File: config.mk
export PLATFORM = sky130hd
export DESIGN_NAME = gwa_payout_sequencer
export DESIGN_NICKNAME = d
export VERILOG_FILES = /design/src/rtl/gwa_pkg.sv /design/src/rtl/gwa_cmd_fifo.sv /design/src/rtl/gwa_payout_sequencer.sv
export SDC_FILE = /design/constraint.sdc
export NUM_CORES = 1
export LEC_CHECK = 0
export ABC_AREA = 1
export ABC_CLOCK_PERIOD_IN_PS = 3000
export BUFFER_PORTS_ARGS = -buffer_cell sky130_fd_sc_hd__buf_2
export CAP_MARGIN = 20
export CORE_MARGIN = 1.5
export CORE_UTILIZATION = 55
export DETAILED_ROUTE_END_ITERATION = 8
export MAX_ROUTING_LAYER = met4
export PLACE_DENSITY = 0.73
export REMOVE_ABC_BUFFERS = 1
export SETUP_SLACK_MARGIN = 0.3
export SLEW_MARGIN = 0
export SYNTH_ARGS = -nofsm -noshare
export SYNTH_HDL_FRONTEND = slang
export SYNTH_SLANG_ARGS = --single-unit
export TNS_END_PERCENT = 1
File: constraint.sdc
create_clock -name clk -period 3 [get_ports clk]
set_input_delay 0.6 -clock clk [delete_from_list [all_inputs] [get_ports clk]]
set_output_delay 0.6 -clock clk [all_outputs]
set_load 0.02 [all_outputs]
File: src/rtl/gwa_pkg.sv
// Shared types and defaults for the payout sequencer: command codes, FSM states,
// and the one-hot mapping from a command to its actuator strobe.
package gwa_pkg;

  typedef enum logic [1:0] {
    CMD_C10 = 2'd0,
    CMD_C20 = 2'd1,
    CMD_EU1 = 2'd2,
    CMD_EU2 = 2'd3
  } cmd_t;

  typedef enum logic [1:0] {
    IDLE      = 2'd0,
    STROBE    = 2'd1,
    WAIT_DONE = 2'd2,
    GAP       = 2'd3
  } state_t;

  localparam int PULSE_LEN_DEF = 4;
  localparam int TIMEOUT_DEF   = 255;
  localparam int DEPTH_DEF     = 4;

  // Bit order matches {eu2, eu1, c20, c10}.
  function automatic logic [3:0] cmd_onehot(input cmd_t c);
    logic [3:0] v;
    v = '0;
    v[c] = 1'b1;
    return v;
  endfunction

endpackage

File: src/rtl/gwa_cmd_fifo.sv
// Small synchronous command FIFO; a push into a full FIFO only lands when the
// same cycle also pops, so occupancy never exceeds DEPTH.
module gwa_cmd_fifo
  import gwa_pkg::*;
#(
  parameter int DEPTH = DEPTH_DEF,
  localparam int AW = $clog2(DEPTH),
  localparam int CW = $clog2(DEPTH + 1)
) (
  input  logic          clk,
  input  logic          rst,
  input  logic          push,
  input  logic          pop,
  input  cmd_t          din,
  output cmd_t          dout,
  output logic [CW-1:0] count,
  output logic          full,
  output logic          empty
);

  cmd_t          mem [DEPTH];
  logic [AW-1:0] wr_ptr, rd_ptr;
  logic          do_wr, do_rd;

  assign full  = (count == CW'(DEPTH));
  assign empty = (count == '0);
  assign do_rd = pop && !empty;
  assign do_wr = push && (!full || do_rd);
  assign dout  = mem[rd_ptr];

  // DEPTH is a power of two, so the pointers wrap on their own.
  always_ff @(posedge clk) begin
    if (!rst) begin
      wr_ptr <= '0;
      rd_ptr <= '0;
      count  <= '0;
    end else begin
      if (do_wr) begin
        mem[wr_ptr] <= din;
        wr_ptr      <= wr_ptr + AW'(1);
      end
      if (do_rd) rd_ptr <= rd_ptr + AW'(1);
      count <= count + CW'(do_wr) - CW'(do_rd);
    end
  end

endmodule

File: src/rtl/gwa_payout_sequencer.sv
// Queues vending-FSM output pulses and replays them one at a time to slow
// actuators as fixed-width strobes, with done handshake, timeout and drop flags.
module gwa_payout_sequencer
  import gwa_pkg::*;
#(
  parameter int PULSE_LEN = PULSE_LEN_DEF,
  parameter int TIMEOUT   = TIMEOUT_DEF,
  parameter int DEPTH     = DEPTH_DEF,
  localparam int CW = $clog2(DEPTH + 1)
) (
  input  logic          clk,
  input  logic          rst,
  input  logic          req_c10,
  input  logic          req_c20,
  input  logic          req_eu1,
  input  logic          req_eu2,
  input  logic          act_done,
  input  logic          clr_err,
  output logic          act_c10,
  output logic          act_c20,
  output logic          act_eu1,
  output logic          act_eu2,
  output logic          busy,
  output logic [CW-1:0] pending,
  output logic          drop,
  output logic          fault
);

  state_t        state;
  cmd_t          cmd_reg;
  cmd_t          din, dout;
  logic [3:0]    req, act_q;
  logic [7:0]    scnt;
  logic [15:0]   tcnt;
  logic          push, pop, push_ok, full, empty, multi;
  logic          drop_set, fault_set, busy_nxt;
  logic [CW-1:0] count_nxt;

  assign req   = {req_eu2, req_eu1, req_c20, req_c10};
  assign push  = |req;
  assign multi = (req & (req - 4'd1)) != 4'd0;

  always_comb begin
    din = CMD_EU2;
    if (req_c10)      din = CMD_C10;
    else if (req_c20) din = CMD_C20;
    else if (req_eu1) din = CMD_EU1;
  end

  assign pop       = (state == IDLE) && !empty;
  assign push_ok   = push && (!full || pop);
  assign drop_set  = multi || (push && full && !pop);
  assign fault_set = (state == WAIT_DONE) && !act_done && (tcnt == '0);

  // busy is registered, so it is built from the post-edge state and occupancy.
  assign count_nxt = pending + CW'(push_ok) - CW'(pop);
  assign busy_nxt  = pop || (state == STROBE) || (state == WAIT_DONE) ||
                     (count_nxt != '0);

  gwa_cmd_fifo #(.DEPTH(DEPTH)) u_fifo (
    .clk   (clk),
    .rst   (rst),
    .push  (push_ok),
    .pop   (pop),
    .din   (din),
    .dout  (dout),
    .count (pending),
    .full  (full),
    .empty (empty)
  );

  always_ff @(posedge clk) begin
    if (!rst) begin
      state   <= IDLE;
      cmd_reg <= CMD_C10;
      act_q   <= '0;
      scnt    <= '0;
      tcnt    <= '0;
      drop    <= 1'b0;
      fault   <= 1'b0;
      busy    <= 1'b0;
    end else begin
      drop  <= drop_set  | (drop  & ~clr_err);
      fault <= fault_set | (fault & ~clr_err);
      busy  <= busy_nxt;
      case (state)
        IDLE: begin
          act_q <= '0;
          if (pop) begin
            cmd_reg <= dout;
            act_q   <= cmd_onehot(dout);
            scnt    <= 8'(PULSE_LEN - 1);
            state   <= STROBE;
          end
        end
        STROBE: begin
          if (scnt == '0) begin
            act_q <= '0;
            tcnt  <= 16'(TIMEOUT - 1);
            state <= WAIT_DONE;
          end else begin
            act_q <= cmd_onehot(cmd_reg);
            scnt  <= scnt - 8'd1;
          end
        end
        WAIT_DONE: begin
          act_q <= '0;
          // On timeout the command is simply abandoned; fault_set records it.
          if (act_done || tcnt == '0) state <= GAP;
          else                        tcnt  <= tcnt - 16'd1;
        end
        GAP: begin
          act_q <= '0;
          state <= IDLE;
        end
        default: begin
          act_q <= '0;
          state <= IDLE;
        end
      endcase
    end
  end

  assign act_c10 = act_q[0];
  assign act_c20 = act_q[1];
  assign act_eu1 = act_q[2];
  assign act_eu2 = act_q[3];

endmodule

==> After elaboration in Yosys (flattened, before gate mapping) <==
Memory sizes are Yosys's and may differ from the RTL's. A register that Yosys moved wholly into a read port is not among the register bits.
Cells that the tools add are included.
W data, S select, Z words.
{ "word_totals": {"regBits": 42, "latchBits": 0, "ram_bits": 8, "mem_bits_ro": 0, "input_bits": 8, "output_inout_bits": 10, "elab_cells": 100, "mem_count": 1} }
{ "op_classes": {"add_sub_neg": 9, "mul": 0, "div_mod_pow": 0, "n_lt_le_gt_ge": 4, "n_eq_ne": 9, "shifts": 0, "n_mux": 25, "bitwise_logic": 6, "reduce_logical": 35} }
{ "memory_table": {"columns": ["name", "words", "word_bits", "read_ports", "rd_ports_with_merged_regs", "write_ports", "line_no", "rtl"], "rows": [
  ["u_fifo.mem", 4, 2, 1, 1, 1, "gwa_cmd_fifo.sv:21", "cmd_t mem [DEPTH];"]
]} }
{ "ops": {"columns": ["op", "n"], "rows": [
  ["$mux W16", 2],
  ["$pmux W16 S2", 1],
  ["$logic_not A16 Y1", 1],
  ["$mux W8", 2],
  ["$pmux W8 S2", 1],
  ["$sub A16 B1 Y16 const B", 1],
  ["$mux W2", 7],
  ["$pmux W4 S3", 1],
  ["$logic_and A1 B1 Y1", 10],
  ["$reduce_and A3 Y1", 3],
  ["$logic_not A8 Y1", 1],
  ["$mux W4", 2],
  ["$pmux W2 S4", 1],
  ["$sub A8 B1 Y8 const B", 1],
  ["$logic_or A1 B1 Y1", 7],
  ["$add A3 B1 Y3", 2],
  ["$lt A2 B3 Y1 const B", 2],
  ["$mux W1", 6],
  ["$ne A2 B2 Y1 const B", 3],
  ["$sub A3 B1 Y3", 2],
  ["$add A2 B1 Y2 const B", 2],
  ["$and A4 B4 Y4", 1],
  ["$demux W1 S2", 2],
  ["$eq A2 B2 Y1 const B", 2],
  ["other kinds (17)", 25]
]} }

==> Depth between registers and ports, before layout <==
{ "depth": {"depth_word": 9, "ltp_mapped": 11, "depth_no_buf": 11} }

==> Modules after synthesis <==
From an unflattened synthesis, not the netlist that was laid out.
{ "hier_totals": {"cells_unflattened": 438, "area_unflattened_um2": 3025.4} }
{ "by_module_without_submodules": {"columns": ["module", "instances", "cells_per_inst", "area_per_inst_um2", "seq_area_each_um2"], "rows": [
  ["gwa_payout_sequencer", 1, 344, 2215.9, 700.7],
  ["gwa_cmd_fifo", 1, 94, 809.5, 420.4]
]} }

==> Worst setup path before layout <==
OpenSTA, ideal clock, no wires.
{ "synth_timing": {"path_type": "reg2reg", "from": "register u_fifo.count[1]", "to": "register busy", "setup_time_ns": 0.129, "t_arrival_ns": 2.139, "slack_ns": 0.732, "path_stages_with_launch": 11, "period_less_slack_ns": 2.268, "path_cell_list": "dfxtp_1 > nor2_1 > nand2_1 > nand2_1 > inv_1 > ha_1 > inv_1 > ha_1 > fa_1 > nor4_1 > a31oi_1"} }
{ "synth_via": {"elab_chain_cells": 9} }
{ "synth_lines": {"columns": ["item", "line_no", "rtl"], "rows": [
  ["start: declaration", "gwa_cmd_fifo.sv:16", "output logic [CW-1:0] count,"],
  ["start signal: assignment", "gwa_cmd_fifo.sv:43", "count <= count + CW'(do_wr) - CW'(do_rd);"],
  ["$logic_not A3 Y1", "gwa_cmd_fifo.sv:26", "assign empty = (count == '0);"],
  ["$logic_not A1 Y1", "gwa_payout_sequencer.sv:50", "assign pop = (state == IDLE) && !empty;"],
  ["$logic_and A1 B1 Y1", "gwa_payout_sequencer.sv:50", null],
  ["$logic_or A1 B1 Y1", "gwa_payout_sequencer.sv:51", "assign push_ok = push && (!full || pop);"],
  ["$logic_and A1 B1 Y1", "gwa_payout_sequencer.sv:51", null],
  ["$add A3 B1 Y3", "gwa_payout_sequencer.sv:56", "assign count_nxt = pending + CW'(push_ok) - CW'(pop);"],
  ["$sub A3 B1 Y3", "gwa_payout_sequencer.sv:56", null],
  ["$reduce_bool A3 Y1", "gwa_payout_sequencer.sv:58", "(count_nxt != '0);"],
  ["$logic_or A1 B1 Y1 *", "gwa_payout_sequencer.sv:57", "assign busy_nxt = pop || (state == STROBE) || (state == WAIT_DONE) ||"],
  ["end signal: assignment", "gwa_payout_sequencer.sv:85", "busy <= busy_nxt;"],
  ["end: declaration", "gwa_payout_sequencer.sv:23", "output logic busy,"]
]} }
Every way passes the cells marked *; elsewhere a longest branch is shown, timed or not.
A chain may end at the register's enable or synchronous reset.

==> Worst setup path after layout <==
{ "layout_timing": {"from": "register state[0]", "to": "register busy"} }
{ "layout_via": {"elab_chain_cells": 8} }
{ "layout_lines": {"columns": ["item", "line_no", "rtl"], "rows": [
  ["start: declaration", "gwa_payout_sequencer.sv:29", "state_t state;"],
  ["start signal: assignment", "gwa_payout_sequencer.sv:74", "state <= IDLE;"],
  ["start signal: assignment", "gwa_payout_sequencer.sv:93", "state <= STROBE;"],
  ["start signal: assignment", "gwa_payout_sequencer.sv:100", "state <= WAIT_DONE;"],
  ["$logic_not A2 Y1", "gwa_payout_sequencer.sv:50", null],
  ["$logic_and A1 B1 Y1", "gwa_payout_sequencer.sv:50", null],
  ["$logic_or A1 B1 Y1", "gwa_payout_sequencer.sv:51", null],
  ["$logic_and A1 B1 Y1", "gwa_payout_sequencer.sv:51", null],
  ["$add A3 B1 Y3", "gwa_payout_sequencer.sv:56", null],
  ["$sub A3 B1 Y3", "gwa_payout_sequencer.sv:56", null],
  ["$reduce_bool A3 Y1", "gwa_payout_sequencer.sv:58", null],
  ["$logic_or A1 B1 Y1 *", "gwa_payout_sequencer.sv:57", null]
]} }
Marks and branches as above.

==> results_dict.tcl <==
set metrics [dict create \
    status "finished, final reports clean" \
    power.density_mw_per_mm2 1200 \
    synthesis.area_mm2 0.00291 \
    drt-vias-per-instance 5.17 \
    grt_pass1_wl_um 10100 \
    first_pass_iters 4 \
    h-tree-depth 2 \
    finalNetCount 455 \
    synth_seq_cells 52 \
    p_leak_nw 1.40 \
    cts_resized 0 \
    post_cts_buffers 0 \
    cp_slowest_stage_delay_ps 460 \
    drt-wirelength-per-cell_um 12.2 \
    insertion_delay_ps 310 \
    core_mm2 0.00511 \
    antenna_found_initial 0 \
    synth-seq-area-share 0.385 \
    hp-class "flip-flop to flip-flop" \
    grt_pass1_vias 2328 \
    use_met3 0.0397 \
    place_inst 494 \
    relSlewSlack 0.601 \
    cts_hold_buffers 0 \
    synthSimpleGateAreaFrac 0.332 \
    first_iter_violations 143 \
    clk_pin_slew_ps 110 \
    finalSetupViolations 0 \
    syn_inst 413 \
    hold_end "u_fifo.rd_ptr[1]" \
    finalCritPeriodShare 0.798 \
    crit_required_ps 3180 \
    fin_cells 502 \
    top_regs "tcnt x16, scnt x8, u_fifo.mem x8" \
    avgSynthCellArea_um2 7.05 \
    drive_gt1_frac 0.111 \
    cts_made_buffers 5 \
    r2r-start "state[0]" \
    cp-start-kind "flip-flop" \
    drc_errors 0 \
    hold_path_depth 2 \
    largest_reg_flops 16 \
    r2r_setup_slack_ps 610 \
    cts_max_path_buffers 2 \
    busiest_layer "met2" \
    portBuffers 17 \
    hpwl_um 4470 \
    grt_overflow 0 \
    synth-compound-area-share 0.106 \
    final_max_slew_viol_count 0 \
    pin_count 18 \
    gp_congestion 0.938 \
    rsz0062_at_grt "false" \
    synth_mux_area_frac 0 \
    track_usage 0.238 \
    r2r_end "busy" \
    tightest_slew_ps 598 \
    antenna_cells 0 \
    worstSetupEndpointType "flip-flop" \
    die-area_mm2 0.00574 \
    ant_nets 0 \
    setup.worst_path.class "flip-flop to flip-flop" \
    clock_sinks 52 \
    use_met1 0.292 \
    root_buffer "clkbuf_8" \
    die_h_um 75.8 \
    grt_max_degree 29 \
    max-vdd-ir-drop_uv 623 \
    synth_xor_area_frac 0.0241 \
    hold_start "u_fifo.rd_ptr[1]" \
    yosysWarnings 0 \
    areaGrowthSynthToFinish_pct 7.99 \
    synth_cell_types 32 \
    fmax_mhz 418 \
    vias 2595 \
    synth_fa_ha_area_frac 0.0739 \
    n_fill_cell 492 \
    cts_tree "done" \
    critPathSlowestCell "fa_1" \
    arrival_ps 2570 \
    std_cell_rows 26 \
    tns_ps 0 \
    hold_viol_final 0 \
    drt-total-wl_um 6110 \
    fin_skew_ps 9.60 \
    top_register "tcnt" \
    fp.dieW_um 75.8 \
    fin_crit_ps 2390 \
    synth_top_family_by_area "simple AND/OR/NAND/NOR gates" \
    path_cells "inv_1, ha_1, nand2_2, inv_1, ha_1, inv_1, ha_1, fa_1, nor4_1, a31oi_1" \
    maxCapViolCount 0 \
    use_met2 0.398 \
    critPathMaxFanout 6 \
    ff2ff_path_depth 10 \
    start_util 0.570 \
]
==> worst max-delay path, delay by kind of cell, from the launching register on <==
kind,cells,cell delay [ps]
AO/OA/AOI/OAI,1,110
adder cells (fa/ha/maj),4,1190
buffers and inverters,3,230
flip-flops,1,350
AND/OR/NAND/NOR,2,370
==> kinds of logic after synthesis <==
logic type,count (synthesis)
adders and majority gates,16
xor gates and xnor gates,8
buffers and inverters,57
DFF,52
and+or+nand+nor,227
AOI/OAI and AO/OA,53
==> cell usage after synthesis, drive strengths merged <==
| cell | instances | area share |
|---|---|---|
| xnor2 | 2 | 0.0060 |
| nor2 | 63 | 0.085 |
| buf | 3 | 0.0094 |
| inv | 51 | 0.066 |
| xor2 | 6 | 0.018 |
| a31oi | 2 | 0.0043 |
| o31ai | 1 | 0.0026 |
| a21oi | 39 | 0.079 |
| ha | 14 | 0.060 |
| nor4 | 1 | 0.0021 |
| nand2 | 114 | 0.16 |
| dfxtp | 44 | 0.30 |
| or2 | 1 | 0.0021 |
| nor3 | 2 | 0.0034 |
| nand3 | 39 | 0.067 |
| nand4 | 6 | 0.013 |
| clkbuf | 3 | 0.0039 |
| o21ai | 11 | 0.020 |
| edfxtp | 8 | 0.082 |
| fa | 2 | 0.014 |
| and2 | 1 | 0.0021 |
==> layout by cell type, fill, tap and decap left out, drive strengths merged, types with 2 or more instances in the layout <==
master,n
ha,14
clkbuf,5
nor2,63
a21oi,39
xnor2,2
fa,2
edfxtp,8
buf,17
nand4,6
xor2,6
o21ai,11
inv,53
dfxtp,44
nor3,2
nand2,114
a31oi,2
nand3,39
==> metrics by stage <==
step | worst slack (ps) | hold slack [ps] | utilization | power [mW] | cell area, um^2
4_1_cts | 534 | 472 | 0.615 | 3.76 | 3140
3_3_place_gp | 549 | 451 | 0.597 | 3.27 | 3050
3_5_place_dp | 457 | 452 | 0.597 | 3.32 | 3050
6_report | 605 | 470 | 0.616 | 3.76 | 3150
2_1_floorplan | 724 | 436 | - | 2.84 | 2870
5_1_grt | 366 | 504 | 0.616 | 4.15 | 3150
==> worst max-delay path by stage <==
stage	startpoint	slack (ps)	cells after the start	endpoint
2_1_floorplan	u_fifo.count[1]	720	10	busy
3_3_place_gp	req_c10	550	9	busy
3_5_place_dp	req_c10	460	9	busy
4_1_cts	state[0]	530	10	busy
5_1_grt	state[1]	370	10	busy
6_report	state[0]	610	10	busy
==> power by group <==
group	leakage, nW	internal (mW)	total, mW	switching [mW]
Combinational	0.924	0.754	2.24	1.48
Clock	0.0452	0.171	0.426	0.256
Sequential	0.435	0.915	1.10	0.184
Total	1.40	1.84	3.76	1.92
==> routing by layer <==
layer  vias to the layer above  wire length (um)
met5                         -                 0
met4                         0               127
met3                        13               198
met2                        45              3060
met1                      1178              2720
li1                       1359                 -
==> cell type report <==
cell class	instances	area (um^2)	share of cell area
multi-input combinational	304	1570	0.498
sequential	52	1120	0.356
inverter	51	191	0.0609
tap	70	87.6	0.0278
timing repair buffer	17	85.1	0.0270
clock buffer	5	68.8	0.0219
clock inverter	3	25.0	0.00796
(Power assumes the default switching activity.)
